## src/rtl/fwd_bypass_net.sv

```systemverilog
// fwd_bypass_net: EX-stage operand bypass network.
// Tracks in-flight GPR writes in a tag/data shift pipeline (entry 0 = MEM),
// forwards youngest matches to NREAD read channels, flags load-use stalls,
// and drives the register-file write port from the last entry.
// Legal parameters: NSTAGE 2..6, NREAD 1..4, 0 <= LATE_IDX < NSTAGE.
// Optional feature: define FWD_HILO_EN to track and forward HI/LO writes.
module fwd_bypass_net #(
  parameter int unsigned DATA_W   = 32,
  parameter int unsigned NSTAGE   = 3,
  parameter int unsigned NREAD    = 2,
  parameter int unsigned LATE_IDX = 1
) (
  input  logic                    clk,
  input  logic                    rst_n,
  input  logic                    adv,
  input  logic                    ex_wr,
  input  logic [4:0]              ex_waddr,
  input  logic [DATA_W-1:0]       ex_wdata,
  input  logic                    ex_ready,
  input  logic                    late_valid,
  input  logic [DATA_W-1:0]       late_data,
  input  logic [NREAD*5-1:0]      rd_addr,
  input  logic [NREAD*DATA_W-1:0] rd_rf,
  output logic [NREAD*DATA_W-1:0] rd_data,
  output logic [NREAD-1:0]        rd_hit,
  output logic                    stall,
`ifdef FWD_HILO_EN
  input  logic                    ex_hilo_wr,
  input  logic [DATA_W-1:0]       ex_hi,
  input  logic [DATA_W-1:0]       ex_lo,
  input  logic [DATA_W-1:0]       rf_hi,
  input  logic [DATA_W-1:0]       rf_lo,
  output logic [DATA_W-1:0]       hi_fwd,
  output logic [DATA_W-1:0]       lo_fwd,
  output logic                    wb_hilo_we,
  output logic [DATA_W-1:0]       wb_hi,
  output logic [DATA_W-1:0]       wb_lo,
`endif
  output logic                    wb_we,
  output logic [4:0]              wb_waddr,
  output logic [DATA_W-1:0]       wb_wdata
);

  localparam int unsigned LAST = NSTAGE - 1;

  logic [NSTAGE-1:0] valid_q, valid_d;
  logic [NSTAGE-1:0] ready_q, ready_d;
  logic [4:0]        waddr_q [NSTAGE];
  logic [4:0]        waddr_d [NSTAGE];
  logic [DATA_W-1:0] data_q  [NSTAGE];
  logic [DATA_W-1:0] data_d  [NSTAGE];

  // Effective (late-patched) view of ready/data used by reads, shift and write-back
  logic [NSTAGE-1:0] ready_e;
  logic [DATA_W-1:0] data_e  [NSTAGE];

  // Late-result patch of entry[LATE_IDX]; ignored for invalid or already-ready entries
  always_comb begin
    ready_e = ready_q;
    data_e  = data_q;
    if (late_valid && valid_q[LATE_IDX] && !ready_q[LATE_IDX]) begin
      ready_e[LATE_IDX] = 1'b1;
      data_e[LATE_IDX]  = late_data;
    end
  end

  // Next state: shift on adv (patched copy moves along), otherwise hold with patch stored in place
  always_comb begin
    valid_d = valid_q;
    ready_d = ready_e;
    waddr_d = waddr_q;
    data_d  = data_e;
    if (adv) begin
      valid_d[0] = ex_wr && (ex_waddr != 5'd0);
      waddr_d[0] = ex_waddr;
      ready_d[0] = ex_ready;
      data_d[0]  = ex_wdata;
      for (int unsigned i = 1; i < NSTAGE; i++) begin
        valid_d[i] = valid_q[i-1];
        waddr_d[i] = waddr_q[i-1];
        ready_d[i] = ready_e[i-1];
        data_d[i]  = data_e[i-1];
      end
    end
  end

  // Entry pipeline registers
  always_ff @(posedge clk or negedge rst_n) begin
    if (!rst_n) begin
      valid_q <= '0;
      ready_q <= '0;
      for (int unsigned i = 0; i < NSTAGE; i++) begin
        waddr_q[i] <= 5'd0;
        data_q[i]  <= '0;
      end
    end else begin
      valid_q <= valid_d;
      ready_q <= ready_d;
      waddr_q <= waddr_d;
      data_q  <= data_d;
    end
  end

  // Per-channel youngest-match forwarding; a not-ready youngest match stalls and shadows older ones
  always_comb begin : rd_mux
    logic [4:0]        ra;
    logic              fnd;
    logic              frdy;
    logic [DATA_W-1:0] fdat;
    rd_data = '0;
    rd_hit  = '0;
    stall   = 1'b0;
    ra      = 5'd0;
    fnd     = 1'b0;
    frdy    = 1'b0;
    fdat    = '0;
    for (int unsigned c = 0; c < NREAD; c++) begin
      ra   = rd_addr[c*5 +: 5];
      fnd  = 1'b0;
      frdy = 1'b0;
      fdat = '0;
      for (int unsigned i = 0; i < NSTAGE; i++) begin
        if (!fnd && valid_q[i] && (waddr_q[i] == ra) && (ra != 5'd0)) begin
          fnd  = 1'b1;
          frdy = ready_e[i];
          fdat = data_e[i];
        end
      end
      rd_hit[c] = fnd;
      rd_data[c*DATA_W +: DATA_W] = (fnd && frdy) ? fdat : rd_rf[c*DATA_W +: DATA_W];
      stall = stall | (fnd & ~frdy);
    end
  end

  // Register-file write port; a valid but not-ready last entry is dropped
  always_comb begin
    wb_we    = valid_q[LAST] && ready_e[LAST];
    wb_waddr = waddr_q[LAST];
    wb_wdata = data_e[LAST];
  end

`ifdef FWD_HILO_EN
  logic [NSTAGE-1:0] hilo_q, hilo_d;
  logic [DATA_W-1:0] hi_q [NSTAGE];
  logic [DATA_W-1:0] hi_d [NSTAGE];
  logic [DATA_W-1:0] lo_q [NSTAGE];
  logic [DATA_W-1:0] lo_d [NSTAGE];

  // HI/LO fields shift alongside the GPR entries
  always_comb begin
    hilo_d = hilo_q;
    hi_d   = hi_q;
    lo_d   = lo_q;
    if (adv) begin
      hilo_d[0] = ex_hilo_wr;
      hi_d[0]   = ex_hi;
      lo_d[0]   = ex_lo;
      for (int unsigned i = 1; i < NSTAGE; i++) begin
        hilo_d[i] = hilo_q[i-1];
        hi_d[i]   = hi_q[i-1];
        lo_d[i]   = lo_q[i-1];
      end
    end
  end

  // HI/LO entry registers
  always_ff @(posedge clk or negedge rst_n) begin
    if (!rst_n) begin
      hilo_q <= '0;
      for (int unsigned i = 0; i < NSTAGE; i++) begin
        hi_q[i] <= '0;
        lo_q[i] <= '0;
      end
    end else begin
      hilo_q <= hilo_d;
      hi_q   <= hi_d;
      lo_q   <= lo_d;
    end
  end

  // Youngest HI/LO producer wins; HI/LO results are always final, so no stall
  always_comb begin : hilo_mux
    logic hfnd;
    hfnd   = 1'b0;
    hi_fwd = rf_hi;
    lo_fwd = rf_lo;
    for (int unsigned i = 0; i < NSTAGE; i++) begin
      if (!hfnd && hilo_q[i]) begin
        hfnd   = 1'b1;
        hi_fwd = hi_q[i];
        lo_fwd = lo_q[i];
      end
    end
    wb_hilo_we = hilo_q[LAST];
    wb_hi      = hi_q[LAST];
    wb_lo      = lo_q[LAST];
  end
`endif

endmodule
```

## config.mk

```make
export PLATFORM = sky130hd
export DESIGN_NAME = fwd_bypass_net
export DESIGN_NICKNAME = d
export VERILOG_FILES = /design/src/rtl/fwd_bypass_net.sv
export SDC_FILE = /design/constraint.sdc
export NUM_CORES = 1
export LEC_CHECK = 0
export CAP_MARGIN = 20
export CORE_AREA = 2 2 144 146
export DETAILED_ROUTE_END_ITERATION = 16
export DIE_AREA = 0 0 146 148
export PLACE_DENSITY = 0.74
export SYNTH_ARGS = -nofsm -noshare
export SYNTH_HDL_FRONTEND = slang
export SYNTH_SLANG_ARGS = --single-unit
```

## constraint.sdc

```tcl
create_clock -name clk -period 4.7 [get_ports clk]
set_input_delay 1.175 -clock clk [delete_from_list [all_inputs] [get_ports clk]]
set_output_delay 1.175 -clock clk [all_outputs]
set_load 0.005 [all_outputs]
```

## Word-level counts from Yosys, hierarchy flattened

Cells that the tools add are included.

| storage, ports and cells | value |
|---|---|
| register bits | 117 |

| operators by class | value |
|---|---|
| reduce and logical (&&, ||, !) cells | 30 |
| muxes and demuxes | 24 |
| equal/unequal tests | 6 |
| bitwise gates (word level) | 5 |

Operators by type and width:

| kind | number |
|---|---|
| 32-bit two-way mux | 9 |
| 64-bit two-way mux | 1 |
| 5-bit == test | 6 |
| 1-bit logical AND | 22 |
| 5-bit nonzero test | 3 |
| 1-bit two-way mux | 13 |
| 1-bit logical NOT | 5 |
| 1-bit bitwise AND | 2 |
| 2-bit two-way mux | 1 |
| 1-bit NOT | 2 |
| 1-bit bitwise OR | 1 |

## Longest topological paths before layout

| logic depth | value |
|---|---|
| depth after elaboration | 17 |
| depth in mapped cells | 10 |

## Least setup slack after synthesis

OpenSTA, ideal clock, no wires.

| timing | value |
|---|---|
| path type | input -> output |
| start | input port rd_addr[6] |
| end | output port rd_data[33] |
| path buffers | 1 |
| slack | 0.514 ns |
| data required time | 3.525 ns |
| arrival | 3.011 ns |
| cell stages on the path | 7 |
| cell sequence | or4_1 > o211a_1 > nor4b_4 > a221o_1 > a22oi_4 > buf_6 > a2bb2oi_2 |

| on the way | value |
|---|---|
| longest elaborated chain between the ends | 16 |
| elaborated cells on any way between the ends | 25 |

RTL lines:

| what | line | source |
|---|---|---|
| start: declaration | 22 | `input logic [NREAD*5-1:0] rd_addr,` |
| 5-bit == test | 123 | `if (!fnd && valid_q[i] && (waddr_q[i] == ra) && (ra != 5'd0)) begin` |
| 1-bit logical AND (2 in series) | 123 |  |
| 1-bit two-way mux | 123 |  |
| 1-bit logical NOT | 123 |  |
| 1-bit logical AND (3 in series) | 123 |  |
| 1-bit two-way mux | 123 |  |
| 1-bit logical NOT | 123 |  |
| 1-bit logical AND (3 in series) | 123 |  |
| 1-bit two-way mux | 123 |  |
| 1-bit logical AND | 130 | `rd_data[c*DATA_W +: DATA_W] = (fnd && frdy) ? fdat : rd_rf[c*DATA_W +: DATA_W];` |
| 32-bit two-way mux * | 130 |  |
| end: declaration | 24 | `output logic [NREAD*DATA_W-1:0] rd_data,` |

Mark *: on every way between the ends. The rest lies on a longest branch, timed or not.

## Final worst setup path

| timing | value |
|---|---|
| start | input port rd_addr[3] |
| end | output port rd_data[30] |

The elaborated chain is that of the path after synthesis.

==> metrics.csv <==
metric,value,unit
run status,"complete, but fails checks",
violated checks,negative setup slack,
clock sink count,117,
met3 Usage GRT,0.0552,
Fin Clk Skew,0.0129,ns
vias in the first global route,7584,
Syn Inst Count,746,
worst min-delay path class,register to register,
post-synth top area cell,dfrtp_1,
maximum vdd drop,0.000258,V
GPL Wtd Cong,0.819,
Setup crit start kind,input pin,
Hold Path End,valid_q[1],
initial core utilization,0.395,
largest cells by area after synthesis,"dfrtp_1, mux2_2, a2bb2oi_2, mux2i_1, a222oi_1",
crit end category,primary output,
shortest period the worst path allows,4.76,ns
Area after DPL,10900,sq um
Reg2Reg Setup Slack,2.79,ns
num rows,52,
CTS Buffer Depth,2,
Netlist Area Pre-Place,7910,sq um
Hold Startpoint,valid_q[0],
Routed WL per cell,20.7,microns
Worst Tran Pin Value,0.783,ns
design area,12000,sq um
"Reg clk slew, reported paths",0.05,ns
Hold Fails Final Rpt,0,
reg-to-reg critical path startpoint,valid_q[1],
IO buf count,253,
Final Cycle Share,1.01,
RSZ-0062 raised after global routing,true,
CTS tree,built,
Fmax,0.210,GHz
diode count,0,
initial antenna violation count,0,
final slew viol count,0,
critical path type,input pin to primary output,
share of cells above drive strength 1,0.367,
clk root buf,clkbuf_16,
Area Overhead vs Synth,52.0,%
Yosys cell types,42,
Worst slew margin,0.478,
Placed Cells,1234,
routed via count,7320,
area of the die,21600,sq um
Detailed Route Iter0 Violations,583,
post-route ant nets,0,
P per Cell Area,315,nW/um^2
htree depth,4,
reg2reg path depth,5,
Lkg Pwr,0.00512,uW
total gr overflow,0,
Core Footprint,20000,sq um
grt met2 use,0.416,
CP max FO,8,
Die Y,148,microns
largest net degree at the start of global routing,75,
GRT Total Usage,0.248,
Yosys top cell area share,0.370,
met1 Use GR,0.316,
Worst EP required,3.52,ns
global-route wire length before repair,42000,microns
die width,146,microns
Num CTS Buffers,17,
Ports,254,
Yosys reg bits,117,
"Seq/Total Area, Yosys",0.370,
Ys Warns,0,
synthesized area per cell,10.6,sq um
syn_nets,895,
HPWL Detailed,17800,microns
clk_lat worst skew,0.42,ns
reg2reg end,data_q[57],
final net count,1174,
count of maximum capacitance violations,0,
GRT busiest layer,met2,
Final Setup Violations,2,
post-route DRC violation count,0,
routed wire length,27000,microns
critical path arrival,3.58,ns
Finished Layout Cells,1307,
WHS Path Cells,1,
final worst slack,-0.0597,ns
vias per inst,5.60,
Pre-antenna DRT Iters,8,
-- Yosys cell counts --
cell type	number
a21oi_1	35
a221o_1	1
a222oi_1	32
a22oi_4	1
a2bb2oi_1	33
a2bb2oi_2	30
a31o_2	1
a41oi_1	1
and2_2	1
and3_1	1
and3b_2	1
buf_1	1
buf_2	9
buf_4	38
buf_6	3
clkbuf_1	56
dfrtp_1	117
inv_1	5
mux2_2	112
mux2i_1	33
nand2_1	9
nand2b_1	32
nand3b_1	1
nand4_1	4
nor2_1	39
nor3_1	1
nor3_4	1
nor3b_1	33
nor4_1	2
nor4_2	1
nor4b_1	1
nor4b_4	1
o211a_1	2
o211ai_1	1
o21ai_0	36
o221ai_1	1
o22a_1	1
o22ai_1	32
o2bb2a_1	1
or4_1	6
xnor2_1	18
xor2_1	12
-- worst max-delay path: stages --
cell	delay [ns]
dlygate4sd2_1	0.26
or4_4	0.55
o211a_1	0.26
nand2_2	0.13
nor3_2	0.06
o22a_2	0.21
buf_4	0.14
buf_6	0.12
buf_16	0.14
o2bb2a_1	0.28
dlygate4sd2_1	0.26
-- where the power goes --
| group | total (uW) | internal (uW) | switching (uW) |
|---|---|---|---|
| Clock | 1300 | 838 | 460 |
| Sequential | 1290 | 1160 | 130 |
| Combinational | 1200 | 706 | 490 |
| Total | 3780 | 2700 | 1080 |
-- what timing repair did --
item | in CTS | in global routing
hold buffers | 0 | 0
endpoints found under the setup margin | 67 | 45
pin swaps | 21 | 18
gates cloned | 4 | 0
gates resized for setup | 220 | 76
setup buffers | 28 | 11
-- kinds of logic after synthesis --
family	after synthesis	synth area share
xor+xnor	30	0.0332
compound gates	208	0.217
flops	117	0.370
simple gates	134	0.102
buf+inv	112	0.0755
mux	145	0.201
-- per-layer routing --
layer  up-vias  wire (microns)
li1       3372               -
met1      3611           11400
met2       296           13300
met3        41            1840
met4         0             520
met5         -               0
-- final cells by class --
| class | count | area (sq um) |
|---|---|---|
| inverters | 5 | 18.8 |
| flip-flops and latches | 117 | 2930 |
| fillers | 1697 | 8020 |
| well taps | 270 | 338 |
| clock buffers | 20 | 447 |
| repair buffers | 367 | 3540 |
| multi-input cells | 517 | 4620 |
| clock inverters | 11 | 134 |
-- placed cells by master (no fill, tap or decap), drive strengths merged, types with 3 or more instances in the layout --
cell type and n:
nor4 3, xnor2 18, o22ai 32, nor3b 33, nand2 9, clkinv 8, clkbuf 35, nand4 4
dlygate4sd2 20, a222oi 32, a21oi 35, or4 6, nor2 39, clkdlybuf4s15 11, inv 5, dfrtp 117
mux2 112, clkdlybuf4s50 175, o21ai 36, buf 144, nand2b 32, a2bb2oi 63, mux2i 33, bufinv 3
xor2 12
-- worst max-delay path by stage --
stage | start | end | slack (ns) | cells past startpoint
6_report | rd_addr[3] | rd_data[30] | -0.06 | 11
5_1_grt | rd_addr[7] | rd_data[49] | -0.12 | 13
4_1_cts | rd_addr[1] | rd_data[21] | -0.09 | 11
3_5_place_dp | rd_addr[8] | rd_data[32] | -0.67 | 9
3_3_place_gp | rd_addr[8] | rd_data[32] | -0.64 | 9
2_1_floorplan | rd_addr[6] | rd_data[33] | 0.51 | 7
-- state kept, by name (all words and copies together), names as in the netlist --
name,count
wb_waddr,5
waddr_q,10
ready_q,3
valid_q,3
data_e,32
data_q,32
wb_wdata,32
-- per-stage QoR --
stage | setup slack [ns] | total power (uW) | utilization | hold slack (ns) | setup TNS [ns]
6_report | -0.0597 | 3780 | 0.600 | 0.512 | -0.0980
5_1_grt | -0.119 | 3970 | 0.600 | 0.538 | -0.919
4_1_cts | -0.0939 | 3780 | 0.591 | 0.515 | -0.194
3_5_place_dp | -0.670 | 2460 | 0.546 | 0.491 | -36.71
3_3_place_gp | -0.638 | 2430 | 0.546 | 0.489 | -33.70
2_1_floorplan | 0.514 | 1920 | - | 0.479 | 0
No activity file was read; power rests on OpenSTA's default activity.
